$ cat src/rtl/time_set_controller.sv
// Keypad time-setting session: collects HH, MM, SS digit pairs, range-checks each field on '#'
// and commits all three together; load pulses 1 cycle after the final '#'; no backpressure, keys arrive as strobes.
module time_set_controller #(
  parameter int unsigned TIMEOUT_CYC = 1000
) (
  input  logic       clock,
  input  logic       reset,
  input  logic       set_req,
  input  logic       key_valid,
  input  logic [3:0] key_code,
  output logic       hour_en,
  output logic       min_en,
  output logic       sec_en,
  output logic       busy,
  output logic       load,
  output logic [4:0] hour_val,
  output logic [5:0] min_val,
  output logic [5:0] sec_val,
  output logic       err,
  output logic       abort
);

  localparam logic [15:0] CNT_LAST = 16'(TIMEOUT_CYC - 1);
  localparam logic [3:0]  KEY_STAR = 4'd10;
  localparam logic [3:0]  KEY_HASH = 4'd11;

  typedef enum logic [2:0] {
    IDLE = 3'd0,
    HOUR = 3'd1,
    MIN  = 3'd2,
    SEC  = 3'd3,
    LOAD = 3'd4
  } state_t;

  state_t      state_q, state_d;
  logic [3:0]  tens_q, tens_d;
  logic [3:0]  ones_q, ones_d;
  logic [15:0] cnt_q, cnt_d;
  logic [4:0]  hour_sh_q, hour_sh_d;
  logic [5:0]  min_sh_q, min_sh_d;
  logic [4:0]  hour_val_d;
  logic [5:0]  min_val_d;
  logic [5:0]  sec_val_d;
  logic        load_d;
  logic        err_d;
  logic        abort_d;

  logic [6:0]  field_val;
  logic        field_ok;
  logic        is_digit;
  logic        timeout;

  always_comb begin
    field_val = 7'(tens_q) * 7'd10 + 7'(ones_q);
    field_ok  = (state_q == HOUR) ? (field_val <= 7'd23) : (field_val <= 7'd59);
    is_digit  = (key_code <= 4'd9);
    timeout   = !key_valid && (cnt_q == CNT_LAST);
  end

  always_comb begin
    state_d    = state_q;
    tens_d     = tens_q;
    ones_d     = ones_q;
    cnt_d      = cnt_q;
    hour_sh_d  = hour_sh_q;
    min_sh_d   = min_sh_q;
    hour_val_d = hour_val;
    min_val_d  = min_val;
    sec_val_d  = sec_val;
    load_d     = 1'b0;
    err_d      = 1'b0;
    abort_d    = 1'b0;

    case (state_q)
      IDLE: begin
        if (set_req) begin
          state_d = HOUR;
          tens_d  = 4'd0;
          ones_d  = 4'd0;
          cnt_d   = 16'd0;
        end
      end

      HOUR, MIN, SEC: begin
        if (key_valid) begin
          cnt_d = 16'd0;
          if (is_digit) begin
            tens_d = ones_q;
            ones_d = key_code;
          end else if (key_code == KEY_STAR) begin
            state_d   = IDLE;
            abort_d   = 1'b1;
            tens_d    = 4'd0;
            ones_d    = 4'd0;
            hour_sh_d = 5'd0;
            min_sh_d  = 6'd0;
          end else if (key_code == KEY_HASH) begin
            tens_d = 4'd0;
            ones_d = 4'd0;
            if (!field_ok) begin
              err_d = 1'b1;
            end else if (state_q == HOUR) begin
              hour_sh_d = field_val[4:0];
              state_d   = MIN;
            end else if (state_q == MIN) begin
              min_sh_d = field_val[5:0];
              state_d  = SEC;
            end else begin
              // Seconds go straight to the output so the commit lands on the LOAD cycle itself.
              state_d    = LOAD;
              hour_val_d = hour_sh_q;
              min_val_d  = min_sh_q;
              sec_val_d  = field_val[5:0];
              load_d     = 1'b1;
            end
          end
        end else if (timeout) begin
          state_d   = IDLE;
          abort_d   = 1'b1;
          tens_d    = 4'd0;
          ones_d    = 4'd0;
          hour_sh_d = 5'd0;
          min_sh_d  = 6'd0;
        end else begin
          cnt_d = cnt_q + 16'd1;
        end
      end

      LOAD: begin
        state_d = IDLE;
      end

      default: begin
        state_d = IDLE;
      end
    endcase
  end

  always_ff @(posedge clock or negedge reset) begin
    if (!reset) begin
      state_q   <= IDLE;
      tens_q    <= 4'd0;
      ones_q    <= 4'd0;
      cnt_q     <= 16'd0;
      hour_sh_q <= 5'd0;
      min_sh_q  <= 6'd0;
    end else begin
      state_q   <= state_d;
      tens_q    <= tens_d;
      ones_q    <= ones_d;
      cnt_q     <= cnt_d;
      hour_sh_q <= hour_sh_d;
      min_sh_q  <= min_sh_d;
    end
  end

  // Status flags are registered from the next state so they line up with state_q.
  always_ff @(posedge clock or negedge reset) begin
    if (!reset) begin
      hour_en  <= 1'b0;
      min_en   <= 1'b0;
      sec_en   <= 1'b0;
      busy     <= 1'b0;
      load     <= 1'b0;
      err      <= 1'b0;
      abort    <= 1'b0;
      hour_val <= 5'd0;
      min_val  <= 6'd0;
      sec_val  <= 6'd0;
    end else begin
      hour_en  <= (state_d == HOUR);
      min_en   <= (state_d == MIN);
      sec_en   <= (state_d == SEC);
      busy     <= (state_d != IDLE);
      load     <= load_d;
      err      <= err_d;
      abort    <= abort_d;
      hour_val <= hour_val_d;
      min_val  <= min_val_d;
      sec_val  <= sec_val_d;
    end
  end

endmodule

$ cat config.mk
export PLATFORM = sky130hd
export DESIGN_NAME = time_set_controller
export DESIGN_NICKNAME = d
export VERILOG_FILES = /design/src/rtl/time_set_controller.sv
export SDC_FILE = /design/constraint.sdc
export NUM_CORES = 1
export LEC_CHECK = 0
export BUFFER_PORTS_ARGS = -buffer_cell sky130_fd_sc_hd__buf_2
export CORE_MARGIN = 2
export CORE_UTILIZATION = 40
export DETAILED_ROUTE_END_ITERATION = 16
export PLACE_DENSITY = 0.7
export SYNTH_ARGS = -nofsm -noshare
export SYNTH_HDL_FRONTEND = slang
export SYNTH_SLANG_ARGS = --single-unit
$ cat constraint.sdc
create_clock -name clock -period 3.1 [get_ports clock]
set_input_delay 0.155 -clock clock [delete_from_list [all_inputs] [get_ports clock]]
set_output_delay 0.155 -clock clock [all_outputs]
set_load 0.03 [all_outputs]
# After elaboration in Yosys (flattened, before gate mapping)
# Cells that the tools add are included.
[classes] addsub=2 n_mul=1 n_lt_le_gt_ge=3 n_eq_ne=19 muxes=59 bitwise=4 reduce_logical=12
[op_table] op="16-bit two-way mux" n=3
[op_table] op="6-bit two-way mux" n=8
[op_table] op="5-bit two-way mux" n=7
[op_table] op="4-bit two-way mux" n=8
[op_table] op="16-bit one-hot mux with 2 select lines" n=1
[op_table] op="3-bit two-way mux" n=9
[op_table] op="1-bit two-way mux" n=20
[op_table] op="16-bit by 1-bit adder with 16-bit output, second input constant" n=1
[op_table] op="16-bit by 10-bit equality test with 1-bit output, second input constant" n=1
[op_table] op="4-bit one-hot mux with 2 select lines" n=2
[op_table] op="3-bit by 2-bit equality test with 1-bit output, second input constant" n=4
[op_table] op="3-bit by 1-bit inequality test with 1-bit output, second input constant" n=4
[op_table] op="3-bit inequality test, second input constant" n=3
[op_table] op="4-bit equality test, second input constant" n=2
[op_table] op="8-bit AND reduction" n=1
[op_table] op="7-bit by 4-bit adder with 7-bit output" n=1
[op_table] op="7-bit by 5-bit less-or-equal comparator with 1-bit output, second input constant" n=1
[op_table] op="7-bit by 6-bit less-or-equal comparator with 1-bit output, second input constant" n=1
[op_table] op="7-bit AND reduction" n=1
[op_table] op="3-bit by 1-bit equality test with 1-bit output, second input constant" n=2
[op_table] op="4-bit by 3-bit multiplier with 6-bit output, second input constant" n=1
[op_table] op="3-bit one-hot mux with 2 select lines" n=1
[op_table] op="6-bit AND reduction" n=1
[op_table] op="5-bit inequality test, second input constant" n=1
[op_table] op="11 further kinds" n=16
[word_totals] register_bits=62 input_bits=8 out_inout_bits=24 elab_cells=116

# Depth between registers and ports, before layout
# Gate-level depths: netlist of run 1.
[depth] depth_word=11 depth_mapped=11 depth_no_buf=10

# Worst setup path after synthesis of run 1
# OpenSTA, ideal clock, no wires.
[synth_path] path_kind="register -> register" from="register tens_q[1]" to="register hour_val[0]" setup_ns=0.125 t_arrival_ns=3.114 required_ns=2.975 setup_slack_ns=-0.139 path_stages_with_launch=12 n_path_buf=1 synth_period_minus_slack_ns=3.239 cell_sequence="dfrtp_1 > ha_1 > ha_1 > inv_1 > fa_1 > and2b_1 > a32oi_1 > a221oi_2 > nand3_2 > nor3_4 > buf_6 > mux2_2"
[synth_via] elab_chain_len=5 elab_cells_between_ends=6 classes_between="1 x add/sub; 1 x mul; 2 x order compare; 1 x mux; 1 x reduce/logical"
[synth_lines] element="start, declared" line="36" source="logic [3:0] tens_q, tens_d;"
[synth_lines] element="start signal, assigned" line="149" source="tens_q <= tens_d;"
[synth_lines] element="4-bit by 3-bit multiplier with 6-bit output *" line="54" source="field_val = 7'(tens_q) * 7'd10 + 7'(ones_q);"
[synth_lines] element="7-bit by 4-bit adder with 7-bit output *" line="54"
[synth_lines] element="7-bit by 6-bit less-or-equal comparator with 1-bit output / 7-bit by 5-bit less-or-equal comparator with 1-bit output (equally long branches)" line="55" source="field_ok = (state_q == HOUR) ? (field_val <= 7'd23) : (field_val <= 7'd59);"
[synth_lines] element="1-bit two-way mux *" line="55"
[synth_lines] element="8-bit AND reduction (no source line) *"
[synth_lines] element="end signal, assigned" line="178" source="hour_val <= hour_val_d;"
[synth_lines] element="end, declared" line="16" source="output logic [4:0] hour_val,"
# Every way passes the cells marked *; elsewhere a longest branch is shown, timed or not.
# A chain may end at the register's enable or synchronous reset.

# Final worst setup path of run 1
[layout_path] from="register tens_q[3]" to="register sec_val[3]"
[layout_via] elab_chain_len=5 elab_cells_between_ends=6 classes_between="1 x add/sub; 1 x mul; 2 x order compare; 1 x mux; 1 x reduce/logical"
[layout_lines] element="4-bit by 3-bit multiplier with 6-bit output *" line="54"
[layout_lines] element="7-bit by 4-bit adder with 7-bit output *" line="54"
[layout_lines] element="7-bit by 6-bit less-or-equal comparator with 1-bit output / 7-bit by 5-bit less-or-equal comparator with 1-bit output (equally long branches)" line="55"
[layout_lines] element="1-bit two-way mux *" line="55"
[layout_lines] element="8-bit AND reduction (no source line) *"
[layout_lines] element="end signal, assigned" line="180" source="sec_val <= sec_val_d;"
[layout_lines] element="end, declared" line="18" source="output logic [5:0] sec_val,"
# Marks and branches as above.

==> metrics.csv, run 1 <==
metric,value,unit
outcome,"finished, violations left",
violations in the final reports,negative setup slack,
floorplan row count,32,
top cell type by total area after synthesis,dfrtp_1,
measured slew at the worst slew-check pin,1.130,ns
final critical-path share of the clock period,103.8,%
"Slew Viols, Final",0,
Via Count,2605,
register bit count reported by yosys,62,
worst reg2reg startpoint,tens_q[3],
count of hold buffers inserted by post-cts repair,0,
Antenna Diode Count,0,
class of the worst hold path,in2async,
peak supply drop,0.3119,mV
clock buffer count from CTS,9,
number of enable-type register cells in the synthesized netlist,0,
IO Pins,32,
fraction of the yosys area taken by sequential cells,48.21,%
y dimension of the die,93.70,µm
post-layout minimum cycle time,3.217,ns
MaxCap Viol Count,0,
fmax,310.8,MHz
Worst-path clk slew,0.09,ns
Worst path slowest cell,fa_2,
maximum number of pins on one net before global-route repair,52,
violation count after the first detailed-routing iteration,191,
cell count of the worst reg-to-reg path,12,
type of the setup path with the least slack,reg2reg,
sort of element at the end of the critical path,flip-flop,
Total Routed Length,7734,µm
chain of cells forming the critical path,"ha_4, ha_4, inv_2, fa_2, and2b_2, o2111a_2, a221oi_4, nand3_2, nor3_4, buf_12, clkbuf_16, mux2_2",
launching instance or port of the critical path,tens_q[3],
final setup fails,23,
smallest setup slack after layout,-0.1174,ns
worst setup timing slack at the placement stage,-0.05661,ns
instance count of the mapped netlist,290,
Max transition margin,24.65,%
number of library cell types mapped by synthesis,62,
Die Width,93.70,µm
final setup skew,0.01434,ns
clock latency at the later pin of the worst-skew pair,0.35,ns
CTS tree,yes,
biggest area contributors in the synthesized netlist,"dfrtp_1, mux2_2, a22o_1",
cell type with the highest occurrence count on the critical path,ha_4,
# port buffers,31,
Main synth FF type,dfrtp_1,
Starting Density,41.43,%
sink count of the clock tree,62,
largest stage delay on the critical path,0.57,ns
LEAKAGE,1.937,nW
final weighted congestion of routability-driven global placement,0.9139,
core area,7767,µm²
endpoints failing hold,0,
via count of the first global-routing pass,2557,
Register-to-Register Setup Slack,-0.12,ns
average wire length per cell after detail routing,16.89,µm
# DRC,0,
nets@finish,369,
die area,8779,µm²
remaining antenna violation count,0,
fraction of layout cells with a size suffix above 1,34.27,%
H-tree depth,3,
setup_tns,-1.834,ns
"Data arrival, critical path",3.46,ns
buffer and inverter count on the worst path,3,
Pwr Density,736.9,nW/µm²
Crit Path Max Fanout,5,
fraction of synthesized cell area taken by the top area cell type,48.21,%
total congestion overflow,0,
syn nets,308,
share of flip-flops with an asynchronous set or reset after synthesis,100.0,%
area growth from synthesis to layout,28.27,%
endpoint of the worst-slack reg-to-reg timing path,sec_val[3],
required time of the worst setup path,3.34,ns
syn avg cell area,11.10,µm²
sum of net half-perimeters after detailed placement,5114,µm
worst-case clock buffer depth,2,
Yosys warning total,0,
critical path's top delay family,adder cells,
element type at the critical path start,flip-flop,
setup repair after global routing missed its margin,true,
number of antenna violations at the first check in global routing,0,
via count normalized by instance count,5.688,
total power,0.003042,W
Root Buffer Master,clkbuf_8,
DR pass1 iterations,4,
Mapped Area,3218,µm²
first-pass GRT wire length,12230,µm
global-route usage over all layers,17.98,%
[worst register-to-register path: cells and delay by family (launching register included)]
family / cells / cell delay [ns]
flip-flops: 1 / 0.42
buffers and inverters: 3 / 0.32
adder cells (fa/ha/maj): 3 / 1.00
AND/OR/NAND/NOR: 3 / 0.57
AO/OA/AOI/OAI: 2 / 0.48
multiplexers: 1 / 0.32
[how the worst max path moves through the flow]
stage	end	slack (ns)	cells past startpoint
floorplan	hour_val[0]	-0.06	11
global placement	sec_en	0.02	10
detailed placement	sec_en	-0.06	10
CTS	hour_val[0]	-0.02	11
global route	sec_val[3]	-0.19	13
finish	sec_val[3]	-0.12	12
[through the flow]
stage               hold slack (ns)  cells  instance area [µm²]  util [%]
detailed placement           0.4446    430                 3585     46.15
global placement             0.4282    430                 3585     46.15
finish                      0.01101    458                 4128     53.14
floorplan                   -0.1406    290                 3218         -
global route                0.09877    458                 4128     53.14
CTS                         0.05692    450                 3889     50.06
[layout make-up]
type	count	area (µm²)
Fill cell	665	3640
Multi-Input combinational cell	208	1727
Sequential cell	62	1551
Timing Repair Buffer	59	429.2
Clock inverter	7	127.6
Tap cell	102	127.6
Clock buffer	9	123.9
Inverter	11	41.29
[per-layer routing]
layer | vias up | wire length, µm | share of wire (%) | global-route usage (%)
met5 | - | 0 | 0 | 0
met4 | 0 | 110 | 1.4 | 5.072
met2 | 66 | 3935 | 51 | 30.42
met3 | 15 | 302 | 3.9 | 6.100
li1 | 1201 | - | - | -
met1 | 1323 | 3385 | 44 | 21.85
[cell usage after synthesis (all sizes together) (2+ instances only)]
cell / number
a21o: 6
a21oi: 10
a221oi: 2
a22o: 18
a31oi: 3
a32oi: 2
and2: 3
and3: 6
buf: 6
clkbuf: 3
dfrtp: 62
fa: 2
ha: 8
inv: 11
mux2: 18
mux2i: 2
nand2: 11
nand2b: 4
nand3: 15
nand3b: 4
nand4: 3
nor2: 21
nor2b: 3
nor3: 7
nor3b: 4
nor4: 6
o21ai: 9
or2: 3
or3: 2
or3b: 2
or4: 2
xnor2: 12
xor2: 2
[cell families after synthesis]
| kind of cell | Yosys count | synth area share, % |
|---|---|---|
| XOR/XNOR | 14 | 3.810 |
| flip-flops | 62 | 48.21 |
| buffers and inverters | 20 | 2.799 |
| AO/OA/AOI/OAI | 63 | 15.20 |
| multiplexers | 20 | 6.921 |
| adder cells (fa/ha/maj) | 10 | 4.355 |
| AND/OR/NAND/NOR | 101 | 18.70 |
[placed cells by master, fill, tap and decap left out, types with 4 or more instances in the layout]
| cell type | Yosys | layout |
|---|---|---|
| a21oi_1 | 6 | 5 |
| nor2_1 | 20 | 19 |
| a21o_1 | 6 | 6 |
| ha_1 | 8 | 6 |
| nor3b_1 | 4 | 4 |
| o21ai_0 | 9 | 9 |
| and3_1 | 6 | 5 |
| nor4_1 | 4 | 4 |
| a22o_1 | 18 | 18 |
| nor3_1 | 6 | 6 |
| nand2_1 | 11 | 11 |
| dfrtp_1 | 62 | 62 |
| a21oi_2 | 4 | 4 |
| inv_1 | 11 | 10 |
| clkbuf_8 | 0 | 9 |
| nand3b_1 | 4 | 4 |
| nand2b_1 | 4 | 4 |
| mux2_2 | 15 | 6 |
| nand3_1 | 14 | 14 |
| buf_4 | 1 | 23 |
| buf_2 | 3 | 31 |
| xnor2_1 | 12 | 12 |
| mux2_4 | 0 | 10 |
[where the power goes]
part	leakage, nW	total (W)	switching, W	internal (W)
clock	0.127	0.000912	0.000364	0.000548
sequential	0.853	0.00103	0.000111	0.000924
combinational	0.958	0.00110	0.000653	0.000443
total	1.94	0.00304	0.00113	0.00191
[sequential cells by signal, summed over array words and instances, names as in the netlist]
signal / flops
state_q: 3
min_sh_q: 6
min_val: 6
cnt_q: 16
hour_val: 5
ones_q: 4
abort: 1
hour_en: 1
min_en: 1
tens_q: 4
err: 1
sec_en: 1
load: 1
hour_sh_q: 5
busy: 1
sec_val: 6
[timing repair]
item                       4_1_cts  5_1_grt
pin swaps                        3        8
setup buffers                    4        5
setup endpoints to repair       25       33
gates resized for setup          4       26
cloned                           0        3
No activity file was read; power rests on OpenSTA's default activity.
==> run 2: changes to the inputs <==
HOLD_SLACK_MARGIN = 0.15   (was not set)
==> metrics.csv, run 2 (synthesis results as in run 1) <==
metric,value,unit,change
peak supply drop,0.3101,mV,-0.57%
MaxCap Viol Count,0,,unchanged
Total Routed Length,7800,µm,+0.85%
largest stage delay on the critical path,0.57,ns,about the same
most frequent standard cell in the layout excluding fill and tap cells,dfrtp_1,,
maximum number of pins on one net before global-route repair,52,,unchanged
part of the power in registers,33.9,%,about the same
y dimension of the die,93.70,µm,unchanged
type of the setup path with the least slack,reg2reg,,
Antenna Diode Count,0,,unchanged
Crit Path Max Fanout,5,,unchanged
worst-case clock buffer depth,2,,unchanged
H-tree depth,3,,unchanged
setup repair after global routing missed its margin,true,,
"Most flops, register",cnt_q,,
class of the worst hold path,in2reg,,
area growth from synthesis to layout,29.82,%,
area used by multi-input combinational logic,1727,µm²,unchanged
Via Count,2601,,-0.15%
total power,0.003049,W,+0.25%
final setup fails,24,,+4.3%
Sw Ratio,37.09,%,about the same
clock latency at the later pin of the worst-skew pair,0.36,ns,about the same
"commonest cells after routing, fill and taps aside","dfrtp_1, buf_2, buf_4",,
outcome,"finished, violations left",,
area of all placed cells without fillers,4178,µm²,+1.2%
measured slew at the worst slew-check pin,1.133,ns,+0.002910 ns
global-route usage over all layers,18.05,%,+0.069 points
floorplan row count,32,,unchanged
final weighted congestion of routability-driven global placement,0.9139,,unchanged
DR pass1 iterations,4,,unchanged
# DRC,0,,unchanged
average wire length per cell after detail routing,16.85,µm,-0.24%
Register-to-Register Setup Slack,-0.12,ns,about the same
smallest setup slack after layout,-0.1184,ns,-0.0009800 ns
# port buffers,31,,unchanged
area taken by flip-flops and latches,1551,µm²,unchanged
via count of the first global-routing pass,2584,,+1.1%
Pwr Density,729.9,nW/µm²,-0.95%
Worst-path clk slew,0.08,ns,about the same
net switching power,0.001131,W,+0.32%
total congestion overflow,0,,unchanged
clock buffer count from CTS,9,,unchanged
endpoint of the worst-slack reg-to-reg timing path,sec_val[3],,
element type at the critical path start,flip-flop,,
violation count after the first detailed-routing iteration,179,,-6.3%
chain of cells forming the critical path,"ha_4, ha_4, inv_2, fa_2, and2b_2, o2111a_2, a221oi_4, nand3_2, nor3_4, buf_12, clkbuf_16, mux2_2",,
post-layout minimum cycle time,3.218,ns,+0.0009800 ns
clock group share of total power,30.0,%,about the same
Max transition margin,24.46,%,-0.19 points
fmax,310.7,MHz,about the same
final setup skew,0.01496,ns,+0.0006271 ns
LEAKAGE,1.958,nW,+1.1%
CTS tree,yes,,
required time of the worst setup path,3.35,ns,about the same
Die Width,93.70,µm,unchanged
launching instance or port of the critical path,tens_q[1],,
Power Internal,0.001918,W,+0.22%
remaining antenna violation count,0,,unchanged
sink count of the clock tree,62,,unchanged
"Data arrival, critical path",3.46,ns,about the same
fill cell instance count of the final layout,659,,-0.90%
Combinational Power Share,36.1,%,about the same
via count normalized by instance count,5.618,,-1.2%
"Slew Viols, Final",0,,unchanged
final critical-path share of the clock period,103.8,%,about the same
fraction of layout cells with a size suffix above 1,33.80,%,-0.47 points
max reg flops,16,,unchanged
Post-DP Area,3585,µm²,unchanged
die area,8779,µm²,unchanged
Root Buffer Master,clkbuf_8,,
Starting Density,41.43,%,unchanged
number of antenna violations at the first check in global routing,0,,unchanged
sort of element at the end of the critical path,flip-flop,,
endpoints failing hold,0,,unchanged
cell count of the worst reg-to-reg path,12,,unchanged
Worst path slowest cell,fa_2,,
nets@finish,374,,+1.4%
capturing instance or port of the critical path,sec_val[3],,
cell type with the highest occurrence count on the critical path,ha_4,,
sum of net half-perimeters after detailed placement,5114,µm,unchanged
first-pass GRT wire length,12300,µm,+0.51%
IO Pins,32,,unchanged
violations in the final reports,negative setup slack,,
worst reg2reg startpoint,tens_q[1],,
core area,7767,µm²,unchanged
-- run 2: timing repair --
action / in CTS / in global routing
pin swaps: 3 / 8
gates resized for setup: 4 / 26
endpoints found under the hold margin: 54 / 0
hold buffers: 5 / 0
cloned: 0 / 3
endpoints found under the setup margin: 25 / 33
setup buffers: 4 / 5
-- run 2: worst min path at each step --
stage	start	endpoint	slack, ns	cells past startpoint
floorplan	reset	abort	-0.14	0
global placement	reset	min_val[0]	0.43	1
detailed placement	reset	min_sh_q[1]	0.44	1
CTS	key_valid	cnt_q[7]	0.19	2
global route	key_valid	cnt_q[7]	0.22	2
finish	key_valid	cnt_q[7]	0.21	2
-- run 2: cell type report --
cell class / count / area share [%]
multi-input combinational: 208 / 41.33
sequential: 62 / 37.14
timing repair buffer: 64 / 11.47
clock inverter: 7 / 3.055
tap: 102 / 3.055
clock buffer: 9 / 2.965
inverter: 11 / 0.9883
-- run 2: layer usage --
layer  share of wire (%)  GRT usage (%)
met5                   0              0
met1                  45          21.90
met4                 1.4          5.072
met2                  50          30.60
met3                 3.8          6.100
-- run 2: power groups by stage --
| stage | combinational [W] | sequential, W | clock (W) |
|---|---|---|---|
| floorplan | 0.000581 | 0.00110 | 0 |
| global placement | 0.000947 | 0.00104 | 0 |
| detailed placement | 0.000962 | 0.00104 | 0 |
| CTS | 0.000996 | 0.00103 | 0.000924 |
| global route | 0.00120 | 0.00105 | 0.000957 |
| finish | 0.00110 | 0.00103 | 0.000915 |
-- run 2: per-stage QoR --
stage	setup TNS, ns	std cells	util [%]	setup slack, ns	hold WS, ns
after floorplan	-0.5063	290	-	-0.05988	-0.1406
after global placement	0	430	46.15	0.02498	0.4282
after detailed placement	-0.8111	430	46.15	-0.05661	0.4446
after CTS	-0.06604	455	50.71	-0.01774	0.1915
after global routing	-3.819	463	53.79	-0.1858	0.2188
final	-1.908	463	53.79	-0.1184	0.2097
-- run 2: worst max-delay path, delay by kind of cell, from the launching register on --
family / cells / cell delay [ns]
compound gates: 2 / 0.48
fa+ha+maj: 3 / 0.99
buf+inv: 3 / 0.32
flops: 1 / 0.42
mux: 1 / 0.32
simple gates: 3 / 0.57
